File: config.mk
export PLATFORM = sky130hd
export DESIGN_NAME = approx_mult_acc_ctrl
export DESIGN_NICKNAME = d
export VERILOG_FILES = /design/src/rtl/approx_mult_acc_ctrl.sv
export SDC_FILE = /design/constraint.sdc
export NUM_CORES = 1
export LEC_CHECK = 0
export ABC_CLOCK_PERIOD_IN_PS = 7900
export CAP_MARGIN = 20
export CORE_MARGIN = 2
export CORE_UTILIZATION = 50
export CTS_BUF_LIST = sky130_fd_sc_hd__clkbuf_2 sky130_fd_sc_hd__clkbuf_4 sky130_fd_sc_hd__clkbuf_8
export DETAILED_ROUTE_END_ITERATION = 12
export PLACE_DENSITY = 0.84
export SETUP_SLACK_MARGIN = 0.3
export SYNTH_ARGS = -nofsm -noshare
export SYNTH_HDL_FRONTEND = slang
export SYNTH_SLANG_ARGS = --single-unit
File: constraint.sdc
create_clock -name clk -period 7.9 [get_ports clk]
set_input_delay 2.37 -clock clk [delete_from_list [all_inputs] [get_ports clk]]
set_output_delay 2.37 -clock clk [all_outputs]
set_load 0.005 [all_outputs]
File: src/rtl/approx_mult_acc_ctrl.sv
// Closed-loop accuracy controller and 2-stage wrapper for an 8x8 approximate multiplier.
// Define ERR_STATS_EN to add the err_max / win_count / switch_count statistics outputs.
module approx_mult_acc_ctrl #(
  parameter int WIN_LOG2 = 4,
  parameter int ERR_HI   = 256,
  parameter int HOLD_WIN = 2,
  parameter int ACC_W    = 24
) (
  input  logic        clk,
  input  logic        rst_n,
  input  logic        in_valid,
  output logic        in_ready,
  input  logic [7:0]  in_a,
  input  logic [7:0]  in_b,
  input  logic [1:0]  mode_sel,
  output logic [7:0]  mul_a,
  output logic [7:0]  mul_b,
  output logic        mul_mask_x,
  input  logic [15:0] mul_product,
  output logic        out_valid,
  input  logic        out_ready,
  output logic [15:0] out_product,
  output logic [15:0] out_err,
  output logic        out_mask,
`ifdef ERR_STATS_EN
  output logic [15:0] err_max,
  output logic [15:0] win_count,
  output logic [7:0]  switch_count,
`endif
  output logic        mode_acc
);

  localparam int HW = (HOLD_WIN < 2) ? 1 : $clog2(HOLD_WIN);

  typedef enum logic {
    APPROX   = 1'b0,
    ACCURATE = 1'b1
  } mode_e;

  mode_e st_q, st_d;

  logic [7:0]  a_q, a_d;
  logic [7:0]  b_q, b_d;
  logic        mask_q, mask_d;
  logic        s1_vld_q, s1_vld_d;
  logic [15:0] prod_q, prod_d;
  logic [15:0] err_q, err_d;
  logic        omask_q, omask_d;
  logic        s2_vld_q, s2_vld_d;

  logic [ACC_W-1:0]    acc_q, acc_d;
  logic [WIN_LOG2-1:0] cnt_q, cnt_d;
  logic [HW-1:0]       hold_q, hold_d;

  logic             s2_adv;
  logic             accept;
  logic             xfer;
  logic             auto_m;
  logic             win_close;
  logic [15:0]      exact;
  logic [15:0]      err;
  logic [ACC_W:0]   acc_sum;
  logic [ACC_W-1:0] acc_sat;
  logic [ACC_W-1:0] acc_win;

  always_comb begin
    s2_adv   = !s2_vld_q || out_ready;
    in_ready = !s1_vld_q || s2_adv;
    accept   = in_valid && in_ready;
    xfer     = s1_vld_q && s2_adv;
    // 00 and 11 both select closed-loop operation
    auto_m   = (mode_sel[0] == mode_sel[1]);

    exact = {8'h00, a_q} * {8'h00, b_q};
    err   = (exact > mul_product) ? (exact - mul_product)
                                  : (mul_product - exact);

    acc_sum = {1'b0, acc_q} + {{(ACC_W + 1 - 16){1'b0}}, err};
    acc_sat = acc_sum[ACC_W] ? {ACC_W{1'b1}} : acc_sum[ACC_W-1:0];
    acc_win = mask_q ? acc_q : acc_sat;

    st_d      = st_q;
    acc_d     = acc_q;
    cnt_d     = cnt_q;
    hold_d    = hold_q;
    win_close = 1'b0;

    if (!auto_m) begin
      st_d   = mode_sel[1] ? ACCURATE : APPROX;
      acc_d  = '0;
      cnt_d  = '0;
      hold_d = '0;
    end else if (xfer) begin
      if (cnt_q == {WIN_LOG2{1'b1}}) begin
        win_close = 1'b1;
        acc_d     = '0;
        cnt_d     = '0;
        unique case (1'b1)
          (st_q == APPROX): begin
            if (acc_win > ACC_W'(ERR_HI)) begin
              st_d   = ACCURATE;
              hold_d = '0;
            end
          end
          (st_q == ACCURATE): begin
            if (hold_q == HW'(HOLD_WIN - 1)) begin
              st_d   = APPROX;
              hold_d = '0;
            end else begin
              hold_d = hold_q + 1'b1;
            end
          end
          default: ;
        endcase
      end else begin
        acc_d = acc_win;
        cnt_d = cnt_q + 1'b1;
      end
    end
  end

  always_comb begin
    a_d      = a_q;
    b_d      = b_q;
    mask_d   = mask_q;
    s1_vld_d = s1_vld_q;
    if (accept) begin
      a_d      = in_a;
      b_d      = in_b;
      // new operands see the mode decided on this same edge
      mask_d   = (st_d == ACCURATE);
      s1_vld_d = 1'b1;
    end else if (xfer) begin
      s1_vld_d = 1'b0;
    end

    prod_d   = prod_q;
    err_d    = err_q;
    omask_d  = omask_q;
    s2_vld_d = s2_vld_q;
    if (xfer) begin
      prod_d   = mul_product;
      err_d    = err;
      omask_d  = mask_q;
      s2_vld_d = 1'b1;
    end else if (s2_adv) begin
      s2_vld_d = 1'b0;
    end
  end

  always_ff @(posedge clk or negedge rst_n) begin
    if (!rst_n) begin
      st_q     <= APPROX;
      a_q      <= '0;
      b_q      <= '0;
      mask_q   <= 1'b0;
      s1_vld_q <= 1'b0;
      prod_q   <= '0;
      err_q    <= '0;
      omask_q  <= 1'b0;
      s2_vld_q <= 1'b0;
      acc_q    <= '0;
      cnt_q    <= '0;
      hold_q   <= '0;
    end else begin
      st_q     <= st_d;
      a_q      <= a_d;
      b_q      <= b_d;
      mask_q   <= mask_d;
      s1_vld_q <= s1_vld_d;
      prod_q   <= prod_d;
      err_q    <= err_d;
      omask_q  <= omask_d;
      s2_vld_q <= s2_vld_d;
      acc_q    <= acc_d;
      cnt_q    <= cnt_d;
      hold_q   <= hold_d;
    end
  end

  assign mul_a       = a_q;
  assign mul_b       = b_q;
  assign mul_mask_x  = mask_q;
  assign out_valid   = s2_vld_q;
  assign out_product = prod_q;
  assign out_err     = err_q;
  assign out_mask    = omask_q;
  assign mode_acc    = (st_q == ACCURATE);

`ifdef ERR_STATS_EN
  logic [15:0] emax_q, emax_d;
  logic [15:0] wcnt_q, wcnt_d;
  logic [7:0]  swc_q, swc_d;

  always_comb begin
    emax_d = emax_q;
    wcnt_d = wcnt_q;
    swc_d  = swc_q;
    if (xfer && (err > emax_q)) emax_d = err;
    if (win_close) wcnt_d = wcnt_q + 16'd1;
    if ((st_q == APPROX) && (st_d == ACCURATE) && (swc_q != 8'hff))
      swc_d = swc_q + 8'd1;
  end

  always_ff @(posedge clk or negedge rst_n) begin
    if (!rst_n) begin
      emax_q <= '0;
      wcnt_q <= '0;
      swc_q  <= '0;
    end else begin
      emax_q <= emax_d;
      wcnt_q <= wcnt_d;
      swc_q  <= swc_d;
    end
  end

  assign err_max      = emax_q;
  assign win_count    = wcnt_q;
  assign switch_count = swc_q;
`endif

endmodule
==> Word level (Yosys, flattened, before mapping) <==
Cells that the tools add are included.
{ "word_totals": {"ff_bits": 82, "wordCells": 62} }
{ "op_classes": {"addsub": 5, "mul": 1, "n_lt_le_gt_ge": 2, "eq_ne": 6, "mux": 26, "bitwise": 1, "reduce_logical": 9} }
{ "ops": {"columns": ["cell", "count"], "rows": [
  ["$mux 24", 5],
  ["$sub 16x16->16", 2],
  ["$add 24x16->25", 1],
  ["$gt 24x9->1 const B", 1],
  ["$gt 16x16->1", 1],
  ["$mul 8x8->16", 1],
  ["$mux 16", 1],
  ["$mux 1", 15],
  ["$mux 4", 3],
  ["$ne 3x2->1 const B", 2],
  ["$add 4x1->4 const B", 1],
  ["$eq 4x4->1 const B", 1],
  ["$pmux 1 s2", 2],
  ["$reduce_and 4->1", 1],
  ["$reduce_bool 2->1", 2],
  ["$logic_and 1x1->1", 2],
  ["$logic_not 1->1", 2],
  ["$logic_or 1x1->1", 2],
  ["$ne 2x1->1 const B", 1],
  ["$ne 2x2->1 const B", 1],
  ["$add 1x1->1 const B", 1],
  ["$eq 1x1->1", 1],
  ["$not 1->1", 1]
]} }

==> Logic depth before layout (Yosys ltp) <==
{ "depth": {"depth_word": 12, "depth_mapped": 40} }

==> Least setup slack after synthesis <==
No wires, ideal clock.
{ "synth_timing": {"kind": "register -> register", "start": "reg a_q[1], in the netlist mul_a[1]", "end": "reg hold_q", "setup_time_ps": 66, "arrival_time_ps": 8206, "t_required_ps": 7834, "path_slack_ps": -372, "stages_incl_launch_ff": 35, "path_buffers": 2, "synth_period_minus_slack_ps": 8272, "cell_sequence": "dfrtp_1 -> and2_1 -> fa_1 -> fa_1 -> inv_1 -> fa_1 -> fa_1 -> inv_1 -> ha_1 -> inv_1 -> o21bai_1 -> a21oi_1 -> nor2b_1 -> o2111ai_1 -> nand3_1 -> o41a_1 -> xor2_1 -> ha_1 -> clkbuf_1 -> nand2_1 -> nor4_1 -> o211ai_1 -> a21oi_2 -> buf_2 -> mux2_2 -> fa_1 -> nand2b_1 -> a21oi_1 -> nor2b_1 -> o311ai_0 -> xnor2_1 -> o21ai_2 -> a2111oi_2 -> and4_4 -> a31o_1"} }
{ "synth_between": {"elab_chain_cells": 9} }
{ "synth_rtl": {"columns": ["item", "line", "text"], "rows": [
  ["start: declaration", "42", "logic [7:0] a_q, a_d;"],
  ["start signal: assignment", "154", "a_q <= '0;"],
  ["start signal: assignment", "167", "a_q <= a_d;"],
  ["$mul 8x8->16 *", "74", "exact = {8'h00, a_q} * {8'h00, b_q};"],
  ["$sub 16x16->16 (tied with other cells)", "76", ": (mul_product - exact);"],
  ["$mux 16 *", "75", "err = (exact > mul_product) ? (exact - mul_product)"],
  ["$add 24x16->25 *", "78", "acc_sum = {1'b0, acc_q} + {{(ACC_W + 1 - 16){1'b0}}, err};"],
  ["$mux 24 *", "79", "acc_sat = acc_sum[ACC_W] ? {ACC_W{1'b1}} : acc_sum[ACC_W-1:0];"],
  ["$mux 24 *", "80", "acc_win = mask_q ? acc_q : acc_sat;"],
  ["$gt 24x9->1 *", "100", "if (acc_win > ACC_W'(ERR_HI)) begin"],
  ["$ne 3x2->1 (no source line) *", null, null],
  ["$reduce_and 4->1 (no source line) *", null, null],
  ["end signal: assignment", "177", "hold_q <= hold_d;"],
  ["end: declaration", "53", "logic [HW-1:0] hold_q, hold_d;"]
]} }
Every way passes the cells marked *; elsewhere a longest branch is shown, timed or not.
A chain may end at the register's enable or synchronous reset.

==> Final worst setup path <==
{ "layout_timing": {"start": "reg b_q[2], in the netlist mul_b[2]", "end": "reg st_q, in the netlist mode_acc"} }
{ "layout_between": {"elab_chain_cells": 12} }
{ "layout_rtl": {"columns": ["item", "line", "text"], "rows": [
  ["start: declaration", "43", "logic [7:0] b_q, b_d;"],
  ["start signal: assignment", "155", "b_q <= '0;"],
  ["start signal: assignment", "168", "b_q <= b_d;"],
  ["$mul 8x8->16 *", "74", null],
  ["$sub 16x16->16 (tied with other cells)", "76", null],
  ["$mux 16 *", "75", null],
  ["named net err[9]", "61", "logic [15:0] err;"],
  ["$add 24x16->25 *", "78", null],
  ["$mux 24 *", "79", null],
  ["$mux 24 *", "80", null],
  ["$gt 24x9->1 *", "100", null],
  ["$mux 1 *", "100", null],
  ["$pmux 1 s2 *", "98", "unique case (1'b1)"],
  ["$mux 1 *", "94", "if (cnt_q == {WIN_LOG2{1'b1}}) begin"],
  ["$mux 1 *", "93", "end else if (xfer) begin"],
  ["$mux 1 *", "88", "if (!auto_m) begin"],
  ["named net st_d", "40", "mode_e st_q, st_d;"],
  ["end signal: assignment", "166", "st_q <= st_d;"],
  ["end: declaration", "40", null]
]} }
Mark *: on every way through the listed nets, which the timed path passes. The rest lies on a longest branch.

==> impl_results.md <==
- Status: complete, but fails checks
- Failing checks: setup timing
- I/O pin count: 91
- Clock Pin Slew Worst Setup and Hold Paths: 0.11 ns
- Clk sinks: 82
- Leading cell type in the layout, fill and taps excluded: sky130_fd_sc_hd__buf_4
- Seq cells post-synth: 82
- EDFF count, synth: 0
- Yosys warnings: 0
- Nature of the critical path startpoint: flip-flop
- Final worst path period need: 8.688 ns
- Inserted Clock Buffers: 9
- Routed wire length: 29720 µm
- Largest delay contributor family on the critical path: adder cells
- Chip height: 134.4 µm
- Crit path top cell by count: sky130_fd_sc_hd__fa_1
- Combined area of all synthesized cells: 8502 µm²
- Slowest cell delay on critical path: 0.57 ns
- DRC: 0
- Worst path slowest cell: sky130_fd_sc_hd__or4b_4
- Remaining antenna violation count: 0
- Final Worst Setup Slack: -0.7884 ns
- GRT Util Overall: 0.2954
- Share of the yosys chip area belonging to registers: 0.2414
- Core Box Area: 16580 µm²
- Initial Utilization: 0.5127
- H-tree depth: 3
- Antenna violations before repair: 0
- Share of synthesized flip-flops with an asynchronous set or reset: 1.000
- Kind of end point of the critical path: flip-flop
- Overall via count from detail_route: 8913
- Clock tree from TritonCTS: yes
- Slew Limit Fails: 0
- Number of port buffers: 90
- Wire length of the first global-routing pass: 42480 µm
- Fraction of final layout cells sized beyond drive strength 1: 0.3370
- Insertion delay to the later sink of the worst-skew pair: 0.41 ns
- Transition time at the pin with the least slew margin: 1.029 ns
- Number of global-route vias before repair: 8838
- Most frequently used flop master after synthesis: sky130_fd_sc_hd__dfrtp_1
- Distinct cell type count after synthesis: 77
- Number of hold-slack violations in the final timing report: 0
- Arrival time at the worst endpoint: 8.98 ns
- Highest clock rate: 115.1 MHz
- Weighted congestion reported at the end of routability-driven placement: 0.9050
- Type of the tightest min-delay check: flip-flop to flip-flop
- Setup repair after global routing missed its margin: yes
- Relative slew slack: 0.3118
- CTS Hold Buffers Added: 0
- Drt via density: 5.994
- Maximum clock skew at final layout: 0.01380 ns
- Number of nets in the layout: 1423
- Wire length per cell: 19.99 µm
- Global-route congestion overflow total: 0
- Avg Cell Area, Syn: 8.667 µm²
- Finished Core Util: 0.7325
- Count of maximum capacitance violations: 0
- Max Fanout on Critical Path: 6
- Post-route clock period utilization: 1.100
- Area growth from synthesis to final layout: 42.88%
- Diode count: 0
- Largest net degree at the start of global routing: 47
- Post-DP HPWL: 18590 µm
- Site row count: 47
- Synthesized instance count: 981
- Clock Path Buffers: 2
- Setup CP Type: flip-flop to flip-flop
- Pre-antenna DRT Iters: 9
- Number of failing setup endpoints in the final timing report: 27
- Die W: 134.4 µm
- WP data required: 8.19 ns
- Post-synthesis net count: 1142
- Starting DRT DRC Count: 1012
- Most used cells in the layout excluding fill and tap cells: 190 x sky130_fd_sc_hd__buf_4, 101 x sky130_fd_sc_hd__inv_1, 100 x sky130_fd_sc_hd__nand2_1, 89 x sky130_fd_sc_hd__clkdlybuf4s50_1, 71 x sky130_fd_sc_hd__dfrtp_1
- Root buf cell: sky130_fd_sc_hd__clkbuf_8
- DIE AREA: 18060 µm²
- CP bufs+invs: 8
-- area by class of cell --
class                   count  area [µm²]
clock buffers               9       123.9
clock inverters             7       58.81
inverters                 110       415.4
well taps                 220       275.3
fillers                  1045        4436
flip-flops and latches     82        2066
repair buffers            307        2645
multi-input cells         752        6564
-- tightest hold or removal path: stages (launching register included) --
cell and delay [ns]:
sky130_fd_sc_hd__dfrtp_1 0.35, sky130_fd_sc_hd__nand2_1 0.05, sky130_fd_sc_hd__o21ai_0 0.06
-- Yosys cell counts, drive strengths merged, types with 3 or more instances --
| cell | instances | area [µm²] |
|---|---|---|
| a2111oi | 3 | 38.79 |
| a211oi | 9 | 82.58 |
| a21boi | 8 | 60.05 |
| a21o | 18 | 135.1 |
| a21oi | 65 | 370.4 |
| a22o | 12 | 105.1 |
| a31oi | 8 | 50.05 |
| and2 | 52 | 325.3 |
| and3 | 5 | 31.28 |
| buf | 19 | 148.9 |
| clkbuf | 18 | 67.56 |
| dfrtp | 82 | 2052 |
| fa | 39 | 780.8 |
| ha | 84 | 1051 |
| inv | 110 | 412.9 |
| mux2 | 28 | 315.3 |
| mux2i | 7 | 70.07 |
| nand2 | 113 | 434.2 |
| nand2b | 12 | 75.07 |
| nand3 | 10 | 50.05 |
| nand4 | 10 | 68.81 |
| nor2 | 39 | 146.4 |
| nor2b | 7 | 43.79 |
| nor3 | 16 | 85.08 |
| nor4 | 6 | 50.04 |
| o2111ai | 4 | 35.03 |
| o211ai | 13 | 107.6 |
| o21a | 7 | 52.55 |
| o21ai | 75 | 382.9 |
| o21bai | 6 | 45.04 |
| o22ai | 3 | 18.77 |
| o31ai | 8 | 65.06 |
| or3 | 8 | 50.05 |
| xnor2 | 27 | 236.5 |
| xor2 | 18 | 157.7 |
-- final timing paths --
kind	start	end	slack, ns	depth (start not counted)
setup reg to reg	mul_b[2]$_DFFE_PN0P_	mode_acc$_DFF_PN0_	-0.79	38
hold / removal	out_product[1]$_DFFE_PN0P_	out_product[1]$_DFFE_PN0P_	0.48	2
min in group asynchronous	rst_n	acc_q[20]$_DFFE_PN0N_	1.92	1
hold reg to reg	out_product[1]$_DFFE_PN0P_	out_product[1]$_DFFE_PN0P_	0.48	2
setup / recovery	mul_b[2]$_DFFE_PN0P_	mode_acc$_DFF_PN0_	-0.79	38
max in group asynchronous	rst_n	out_product[8]$_DFFE_PN0P_	4.98	2
-- through the flow --
step | cells | setup WS (ns) | TNS [ns] | area [µm²] | hold WS, ns
finish | 1487 | -0.7884 | -8.163 | 12150 | 0.4849
global route | 1487 | -1.092 | -15.57 | 12150 | 0.5157
CTS | 1456 | -0.2376 | -0.9283 | 11540 | 0.4923
floorplan | 981 | -0.009971 | -0.01234 | 8645 | 0.4436
detailed placement | 1397 | -0.5842 | -4.105 | 10660 | 0.4708
global placement | 1397 | -0.4605 | -2.478 | 10660 | 0.4584
-- flip-flops by register name, indices dropped and copies added, names as in the netlist --
| register | count |
|---|---|
| out_err | 16 |
| s1_vld_q | 1 |
| hold_q | 1 |
| acc_q | 24 |
| mul_b | 8 |
| out_product | 16 |
| out_mask | 1 |
| mul_mask_x | 1 |
| cnt_q | 4 |
| mul_a | 8 |
| out_valid | 1 |
| mode_acc | 1 |
-- logic make-up (layout without fill, tap and decap cells) --
| logic type | after synthesis | in the layout | synth area share |
|---|---|---|---|
| fa+ha+maj | 124 | 124 | 0.2166 |
| simple gates | 290 | 290 | 0.1716 |
| buf+inv | 147 | 433 | 0.07403 |
| compound gates | 258 | 258 | 0.2047 |
| mux | 35 | 35 | 0.04533 |
| xor+xnor | 45 | 45 | 0.04636 |
| flops | 82 | 82 | 0.2414 |
-- metal layers --
metal,share of wire,vias up,GRT usage
met4,0.054,0,0.1731
met2,0.50,483,0.5023
met3,0.067,154,0.05404
met5,0,-,0
met1,0.38,4333,0.3490
li1,-,3943,-
-- what timing repair did --
action / CTS / global route
buffers inserted: 41 / 31
setup endpoints to repair: 27 / 27
cloned: 2 / 0
pin swaps: 39 / 56
gates resized for setup: 89 / 91
Power is left out: the tool's default activity adds up to more than one toggle a clock period on the data nets, which glitch-free logic cannot reach.
